===== config.mk =====
export PLATFORM = sky130hd
export DESIGN_NAME = system_bus_tracker
export DESIGN_NICKNAME = d
export VERILOG_FILES = /design/src/rtl/system_bus_tracker.sv
export SDC_FILE = /design/constraint.sdc
export NUM_CORES = 1
export LEC_CHECK = 0
export BUFFER_PORTS_ARGS = -buffer_cell sky130_fd_sc_hd__buf_2
export CAP_MARGIN = 15
export CELL_PAD_IN_SITES_DETAIL_PLACEMENT = 0
export CELL_PAD_IN_SITES_GLOBAL_PLACEMENT = 2
export CORE_ASPECT_RATIO = 1.1
export CORE_MARGIN = 5
export CORE_UTILIZATION = 24
export DETAILED_ROUTE_END_ITERATION = 7
export PLACE_DENSITY_LB_ADDON = 0.08
export SYNTH_ARGS = -nofsm -noshare
export SYNTH_HDL_FRONTEND = slang
export SYNTH_SLANG_ARGS = --single-unit
export TNS_END_PERCENT = 10

===== constraint.sdc =====
create_clock -name clock -period 5.3 [get_ports clock]
set_input_delay 0.53 -clock clock [delete_from_list [all_inputs] [get_ports clock]]
set_output_delay 0.53 -clock clock [all_outputs]
set_load 0.005 [all_outputs]

===== src/rtl/system_bus_tracker.sv =====
// Single-manager bus tracker: decodes accesses onto NUM_DEVICES memory-mapped devices,
// tracks one outstanding transaction and turns decode misses and timeouts into error responses.
module system_bus_tracker #(
    parameter int          NUM_DEVICES    = 2,
    parameter int          ADDR_WIDTH     = 32,
    parameter int          DATA_WIDTH     = 32,
    parameter int          TIMEOUT_CYCLES = 256,
    parameter logic [31:0] ERROR_DATA     = 32'hDEADBEEF,
    localparam int         STRB           = DATA_WIDTH / 8
) (
    input  logic                              clock,
    input  logic                              reset,
    input  logic [ADDR_WIDTH-1:0]             manager_rw_address,
    input  logic                              manager_read_request,
    input  logic                              manager_write_request,
    input  logic [DATA_WIDTH-1:0]             manager_write_data,
    input  logic [STRB-1:0]                   manager_write_strobe,
    output logic [DATA_WIDTH-1:0]             manager_read_data,
    output logic                              manager_read_response,
    output logic                              manager_write_response,
    output logic                              manager_access_error,
    output logic [ADDR_WIDTH-1:0]             device_rw_address,
    output logic [DATA_WIDTH-1:0]             device_write_data,
    output logic [STRB-1:0]                   device_write_strobe,
    output logic [NUM_DEVICES-1:0]            device_read_request,
    output logic [NUM_DEVICES-1:0]            device_write_request,
    input  logic [NUM_DEVICES*DATA_WIDTH-1:0] device_read_data,
    input  logic [NUM_DEVICES-1:0]            device_read_response,
    input  logic [NUM_DEVICES-1:0]            device_write_response,
    input  logic [NUM_DEVICES*ADDR_WIDTH-1:0] device_start_address,
    input  logic [NUM_DEVICES*ADDR_WIDTH-1:0] device_region_size,
    output logic [15:0]                       error_count,
    output logic [ADDR_WIDTH-1:0]             error_address
);

    // state | meaning
    // IDLE  | no transaction outstanding
    // WAIT  | request forwarded, waiting for the selected device's response or timeout
    // ERR   | one-cycle error response (decode miss or timeout)
    typedef enum logic [1:0] {ST_IDLE, ST_WAIT, ST_ERR} state_t;

    localparam int                  CW         = $clog2(TIMEOUT_CYCLES);
    localparam logic [CW-1:0]       CNT_LAST   = CW'(TIMEOUT_CYCLES - 2);
    localparam logic [DATA_WIDTH-1:0] ERR_DATA_W = DATA_WIDTH'(ERROR_DATA);

    state_t                  state_q, state_d;
    logic [NUM_DEVICES-1:0]  sel_q, sel_d;
    logic                    kind_q, kind_d;
    logic [ADDR_WIDTH-1:0]   addr_q, addr_d;
    logic [CW-1:0]           cnt_q, cnt_d;
    logic [15:0]             err_cnt_q, err_cnt_d;
    logic [ADDR_WIDTH-1:0]   err_addr_q, err_addr_d;

    logic [NUM_DEVICES-1:0]  hit_sel;
    logic [DATA_WIDTH-1:0]   sel_rdata;
    logic                    req_rd, req_wr, new_req, dev_resp, accept;

    assign req_rd  = manager_read_request;
    assign req_wr  = manager_write_request & ~manager_read_request;
    assign new_req = req_rd | req_wr;

    // Scan from the top so the lowest matching index is the one left standing.
    always_comb begin
        hit_sel = '0;
        for (int i = NUM_DEVICES - 1; i >= 0; i--) begin
            if ((manager_rw_address & ~(device_region_size[i*ADDR_WIDTH +: ADDR_WIDTH] - ADDR_WIDTH'(1)))
                    == device_start_address[i*ADDR_WIDTH +: ADDR_WIDTH]) begin
                hit_sel    = '0;
                hit_sel[i] = 1'b1;
            end
        end
    end

    always_comb begin
        sel_rdata = '0;
        for (int i = 0; i < NUM_DEVICES; i++) begin
            if (sel_q[i]) sel_rdata = device_read_data[i*DATA_WIDTH +: DATA_WIDTH];
        end
    end

    assign dev_resp = (state_q == ST_WAIT) &&
                      (|(sel_q & (kind_q ? device_read_response : device_write_response)));
    assign accept   = (state_q == ST_IDLE) || (state_q == ST_ERR) || dev_resp;

    assign device_read_request  = hit_sel & {NUM_DEVICES{req_rd & reset}};
    assign device_write_request = hit_sel & {NUM_DEVICES{req_wr & reset}};
    assign device_rw_address    = manager_rw_address   & {ADDR_WIDTH{reset}};
    assign device_write_data    = manager_write_data   & {DATA_WIDTH{reset}};
    assign device_write_strobe  = manager_write_strobe & {STRB{reset}};

    always_ff @(posedge clock or negedge reset) begin
        if (!reset) begin
            state_q    <= ST_IDLE;
            sel_q      <= '0;
            kind_q     <= 1'b0;
            addr_q     <= '0;
            cnt_q      <= '0;
            err_cnt_q  <= '0;
            err_addr_q <= '0;
        end else begin
            state_q    <= state_d;
            sel_q      <= sel_d;
            kind_q     <= kind_d;
            addr_q     <= addr_d;
            cnt_q      <= cnt_d;
            err_cnt_q  <= err_cnt_d;
            err_addr_q <= err_addr_d;
        end
    end

    always_comb begin
        state_d = state_q;
        sel_d   = sel_q;
        kind_d  = kind_q;
        addr_d  = addr_q;
        cnt_d   = cnt_q;
        case (state_q)
            ST_WAIT: begin
                if (dev_resp) begin
                    state_d = ST_IDLE;
                end else begin
                    cnt_d = cnt_q + CW'(1);
                    if (cnt_q == CNT_LAST) state_d = ST_ERR;
                end
            end
            ST_ERR:  state_d = ST_IDLE;
            default: state_d = ST_IDLE;
        endcase
        // A new request in a response cycle is taken immediately, giving zero-bubble back-to-back.
        if (accept && new_req) begin
            kind_d  = req_rd;
            addr_d  = manager_rw_address;
            sel_d   = hit_sel;
            cnt_d   = '0;
            state_d = (|hit_sel) ? ST_WAIT : ST_ERR;
        end
        err_cnt_d  = err_cnt_q;
        err_addr_d = err_addr_q;
        if (state_d == ST_ERR) begin
            err_addr_d = addr_d;
            if (err_cnt_q != 16'hFFFF) err_cnt_d = err_cnt_q + 16'd1;
        end
    end

    always_comb begin
        manager_read_response  = 1'b0;
        manager_write_response = 1'b0;
        manager_access_error   = 1'b0;
        manager_read_data      = '0;
        if (dev_resp) begin
            manager_read_response  = kind_q;
            manager_write_response = ~kind_q;
            if (kind_q) manager_read_data = sel_rdata;
        end else if (state_q == ST_ERR) begin
            manager_read_response  = kind_q;
            manager_write_response = ~kind_q;
            manager_access_error   = 1'b1;
            if (kind_q) manager_read_data = ERR_DATA_W;
        end
    end

    assign error_count   = err_cnt_q;
    assign error_address = err_addr_q;

endmodule


# --- Yosys cells after proc, flatten, opt, wreduce, memory -nomap -nowiden ---
# Cells that the tools add are included.
op_classes:
  muxes: 24
  eq_ne: 8
  bitwise: 16
  n_addsub: 4
  reduce_logical: 10
op_table:
  columns: ["op", "n"]
  rows:
  - ["$mux 32", 7]
  - ["$and 32x32->32", 4]
  - ["$eq 32x32->1", 2]
  - ["$not 32->32", 2]
  - ["$sub 32x1->32 const B", 2]
  - ["$mux 8", 3]
  - ["$add 16x1->16 const B", 1]
  - ["$mux 2", 8]
  - ["$ne 16x16->1 const B", 1]
  - ["$add 8x1->8 const B", 1]
  - ["$eq 8x8->1 const B", 1]
  - ["$and 2x2->2", 3]
  - ["$mux 1", 6]
  - ["$and 4x4->4", 1]
  - ["$eq 2x2->1 const B", 2]
  - ["$reduce_and 2->1", 2]
  - ["$reduce_or 2->1", 2]
  - ["$and 1x1->1", 3]
  - ["$eq 2x1->1 const B", 1]
  - ["$logic_and 1x1->1", 2]
  - ["$logic_not 2->1", 1]
  - ["$logic_or 1x1->1", 2]
  - ["$ne 2x1->1 const B", 1]
  - ["$not 1->1", 2]
  - ["other kinds (2)", 2]
totals:
  input_bits: 268
  ff_bits: 93
  out_inout_bits: 155

# --- Depth between registers and ports, before layout ---
depth:
  ltp_word: 11
  mapped_depth: 17
  ltp_nobuf: 13

# --- Worst setup path after synthesis ---
# Ideal clock, no wire load.
synth_timing:
  path_kind: "input-to-reg"
  startpoint: "input port device_region_size[40]"
  endpoint: "register err_addr_q[1], in the netlist error_address[1]"
  stages: 12
  required_time_ns: 5.175
  path_buffers: 2
  setup_slack_ns: 0.812
  arrival_ns: 4.363
  setup_time_ns: 0.125
  path_cell_list: "or4_1 > or3b_1 > nor3_1 > mux2i_1 > o221ai_1 > or4_1 > or4_1 > or4_1 > a32o_2 > buf_6 > buf_6 > mux2_4"
synth_via:
  elab_chain_cells: 10
synth_rtl:
  columns: ["element", "line_no", "text"]
  rows:
  - ["start: declaration", "31", "input logic [NUM_DEVICES*ADDR_WIDTH-1:0] device_region_size,"]
  - ["$sub 32x1->32", "66", "if ((manager_rw_address & ~(device_region_size[i*ADDR_WIDTH +: ADDR_WIDTH] - ADDR_WIDTH'(1)))"]
  - ["$not 32->32", "66", null]
  - ["$and 32x32->32", "66", null]
  - ["$eq 32x32->1", "67", "== device_start_address[i*ADDR_WIDTH +: ADDR_WIDTH]) begin"]
  - ["$mux 2 (2 in a row)", "66", null]
  - ["$reduce_or 2->1", "135", "state_d = (|hit_sel) ? ST_WAIT : ST_ERR;"]
  - ["$mux 2", "135", null]
  - ["$mux 2", "130", "if (accept && new_req) begin"]
  - ["$eq 2x2->1", "139", "if (state_d == ST_ERR) begin"]
  - ["end signal: assignment", "107", "err_addr_q <= err_addr_d;"]
  - ["end: declaration", "52", "logic [ADDR_WIDTH-1:0] err_addr_q, err_addr_d;"]
# No other way between the ends.
# A chain may end at the register's enable or synchronous reset.

# --- Final worst setup path ---
layout_timing:
  startpoint: "input port device_region_size[40]"
  endpoint: "output port device_write_request[1]"
layout_via:
  elab_chain_cells: 7
layout_rtl:
  columns: ["element", "line_no", "text"]
  rows:
  - ["$sub 32x1->32", "66", null]
  - ["$not 32->32", "66", null]
  - ["$and 32x32->32", "66", null]
  - ["$eq 32x32->1", "67", null]
  - ["$mux 2 (2 in a row)", "66", null]
  - ["$and 2x2->2", "86", "assign device_write_request = hit_sel & {NUM_DEVICES{req_wr & reset}};"]
  - ["end: declaration", "26", "output logic [NUM_DEVICES-1:0] device_write_request,"]
# No other way between the ends.

==> results.md <==
Worst setup path:
- Walking the worst path, the cells encountered are buf_2 -> or4_1 -> or3b_1 -> nor3_1 -> mux2i_1 -> o221ai_1 -> or4_1 -> or4_1 -> or4_1 -> nand2b_1 -> nor2_1 -> buf_2.
- The worst setup path is of the in2out kind.
- At the worst endpoint, the arrival time is 4400 ps.
- On the worst path, the slowest cell contributes a delay of 640 ps.
- The required time at the endpoint of the critical path is 4770 ps.
- STA classifies the critical path endpoint as an output pin.
- The worst setup path is launched from an input pin.
- Broken down by cell family, the worst path's largest delay share belongs to simple AND/OR/NAND/NOR gates.
- The critical-path maximum fanout is 6.
- The most prevalent standard cell on the critical path is or4_1.
- The largest individual stage delay along the critical path comes from the cell or4_1.
- Together, buffers and inverters on the worst path number 2.

Clocking:
- The number of buffers inserted for hold repair after clock tree synthesis is 0.
- The number of buffers added by the clock tree synthesis step is 9.
- The clock latency at the later pin of the worst-skew pair is 340 ps.
- Clock tree synthesis found a total of 93 sinks.
- The TritonCTS clock tree is built.
- The post-CTS setup buffer count is 0.
- The clock passes through at most 2 buffers.
- After clock tree synthesis, the clock-pin slew on the worst setup and hold paths is 60 ps.
- In this run, post-CTS repair resized a total of 0 instances.
- CTS built an H-tree with a depth of 3.
- The clock root buffer is clkbuf_16.

Cells and area:
- In the final design database the tool counted 1562 nets.
- Summing all multi-input logic gate instances after layout gives 4713 µm².
- After the flow finishes, the layout carries non-filler instances totaling 1670.
- The layout-stage area growth over the synthesis result is 40.12%.
- Fill cells in the final layout number 3243.
- The sequential standard cell area is 2327 µm².
- In the final layout, the share of cells above drive strength 1 is 0.3929.

Placed design:
- The last weighted congestion value of the routability-driven placer is 0.8395.
- The count of input and output buffers is 422.
- The cell count after placement is 1652.
- Summed over all nets, the half-perimeter wirelength after detailed placement is 27840 µm.

STA:
- The worst max-slew margin expressed relative to the limit is 0.3190.
- Setup repair after global routing left no endpoint under its margin.
- The maximum clock frequency is 203.0 MHz.
- Setup violations remaining at the end of the flow were counted as 0.
- The final number of hold-violating endpoints is 0.
- The sum of negative setup slack is 0 ps.
- The worst setup skew after layout is 8.659 ps.
- Hold timing on the final database bottoms out at a slack of 186.5 ps.
- The slew at the pin closest to its max-slew limit is 1018 ps.
- The number of pins with negative max-slew slack in the final report is 0.
- The final period demand of the worst path is 4926 ps.
- Of the available clock period, the critical path in the final layout requires 0.9294.

Route:
- In the routed layout, each cell is associated on average with a via count of 4.838.
- The met3 wire length is 2398 µm.
- The met2 routed wirelength is 16880 µm.
- The number of remaining DRC errors is 0.
- The via count is 8079.
- The number of search-and-repair iterations in the first detailed-routing pass is 5.
- For this block, the initial DRC count from the detailed router was 398.
- The detailed router put a total of 13920 µm of wire on met1.
- After detailed routing, the total wire length is 33550 µm.
- The uppermost metal layer occupied by signal nets is met5.
- The routed wire length per instance is 20.09 µm.
- The detail route stage leaves a number of antenna-violating nets equal to 0.

Global routing:
- The overall fraction of global-route tracks in use is 0.1897.
- After global routing the overflow that remains totals 0.
- The number of antenna violations at the first check in global routing came to 7.
- The first global-routing pass estimated 49430 µm of wire.
- Entering global routing, the biggest net connects 77 pins.
- The number of global-route vias before repair is 8096.

Power:
- The power per cell area is 211.6 nW/µm².
- The worst voltage drop across the vdd grid is 0.1889 mV.
- Total power for the finished layout comes to 2.154 mW.
- In this run the static leakage power is 4.809 nW.

Yosys:
- The post-synthesis cell type with the largest combined area is dfrtp_1.
- The register bit total from synthesis is 93.
- Yosys mapped a number of flops with a built-in enable equal to 0.
- The number of different library cells used by synthesis comes to 65.
- The warning count from the yosys run is 0.
- Synthesis produced a netlist whose cell count is 877.
- By instance count, the leading cell after synthesis is nand2_1.
- The commonest cells after synthesis are nand2_1, dfrtp_1, and2_1.
- When the netlist entered floorplanning its net count stood at 1150.
- Sorting the synthesized cells by area gives the leading types as dfrtp_1, nand2_1, xnor2_1.
- After synthesis the cells add up to 7263 µm².
- The share of flip-flops with an asynchronous set or reset is 1.000.
- The most used flip-flop cell after synthesis is dfrtp_1.
- The top-area cell type share of the netlist area is 0.3204.
- A synthesized cell averages 8.282 µm².
- The share of the Yosys chip area taken by registers is 0.3204.

Flow run:
- The max-cap violation count is 0.

Floorplan:
- The core region is 29730 µm².
- Row generation in the floorplan step produced 66 rows.
- For this design the top-level I/O count stands at 423.
- The floorplan step defined a die boundary enclosing 33850 µm².
- For this configuration, the core starts out at a cell density of 0.2443.
- The die boundary width is 175.9 µm.
- The die height is 192.5 µm.

Hold path:
- The type of the most critical hold path is in2async.

Run status:
- The flow ran to the end, and the final reports show no timing, DRC or antenna violations.
## cell usage in the layout, fill, tap and decap left out, types with 4 or more instances in the layout
master	n
a21oi_1	35
a22oi_1	32
a31oi_1	7
and2_1	73
and3_1	19
and4_1	6
buf_2	421
buf_4	19
clkbuf_16	9
dfrtp_1	93
ha_1	5
inv_1	15
mux2_2	31
mux2_4	5
mux2i_1	5
nand2_1	144
nand2b_1	10
nand3_1	32
nand3b_1	6
nand4_1	16
nor2_1	31
nor2b_1	4
nor3_1	18
nor4_1	22
o2111ai_1	4
o211ai_1	4
o21ai_0	22
o31ai_1	13
or2_2	7
or3_1	19
or4_1	26
xnor2_1	57
xor2_1	32
## routing by layer
layer	global-route usage	vias up
li1	-	3976
met1	0.2317	3780
met2	0.3435	292
met3	0.04820	23
met4	0.02999	8
met5	0	-
## worst paths after layout
check                                        from                       to  slack (ps)  cells past startpoint
max                        device_region_size[40]  device_write_request[1]         370                     12
min reg2reg                            addr_q[30]               addr_q[30]         460                      2
min in group clock                     addr_q[30]               addr_q[30]         460                      2
max reg2reg                                kind_q         error_address[6]        2410                      5
min                                         reset           error_count[5]         190                      1
max in group asynchronous                   reset         error_address[2]        3640                      3
## power by group
group | switching [mW] | internal [mW] | leakage [nW] | total, mW
Clock | 0.277 | 0.425 | 0.155 | 0.702
Combinational | 0.311 | 0.289 | 3.50 | 0.600
Sequential | 0.0638 | 0.788 | 1.15 | 0.852
Total | 0.652 | 1.50 | 4.81 | 2.15
## kinds of logic after synthesis
| group | count (synthesis) | synth area share |
|---|---|---|
| compound gates | 142 | 0.1297 |
| xor+xnor | 89 | 0.1073 |
| mux | 41 | 0.06529 |
| buf+inv | 56 | 0.03256 |
| simple gates | 451 | 0.3361 |
| flops | 93 | 0.3204 |
| fa+ha+maj | 5 | 0.008613 |
## per-stage QoR
| step | utilization | instance area (µm²) | worst slack [ps] |
|---|---|---|---|
| floorplan | - | 7263 | 812.4 |
| global placement | 0.3312 | 9846 | 252.9 |
| detailed placement | 0.3312 | 9846 | 176.0 |
| CTS | 0.3421 | 10170 | 332.1 |
| global route | 0.3423 | 10180 | 39.33 |
| finish | 0.3423 | 10180 | 374.4 |
## final cells by class
class	count	area share
antenna	3	0.0007376
multi-input combinational	728	0.4631
clock inverter	5	0.008360
timing repair buffer	442	0.2241
sequential	93	0.2287
clock buffer	10	0.02348
inverter	15	0.005532
tap	374	0.04598
## flip-flops by register name, summed over array words and instances, names as in the netlist
| register | flops |
|---|---|
| addr_q | 32 |
| error_address | 32 |
| error_count | 16 |
| cnt_q | 8 |
| sel_q | 2 |
| state_q | 2 |
| kind_q | 1 |
No activity file was read; power rests on OpenSTA's default activity.
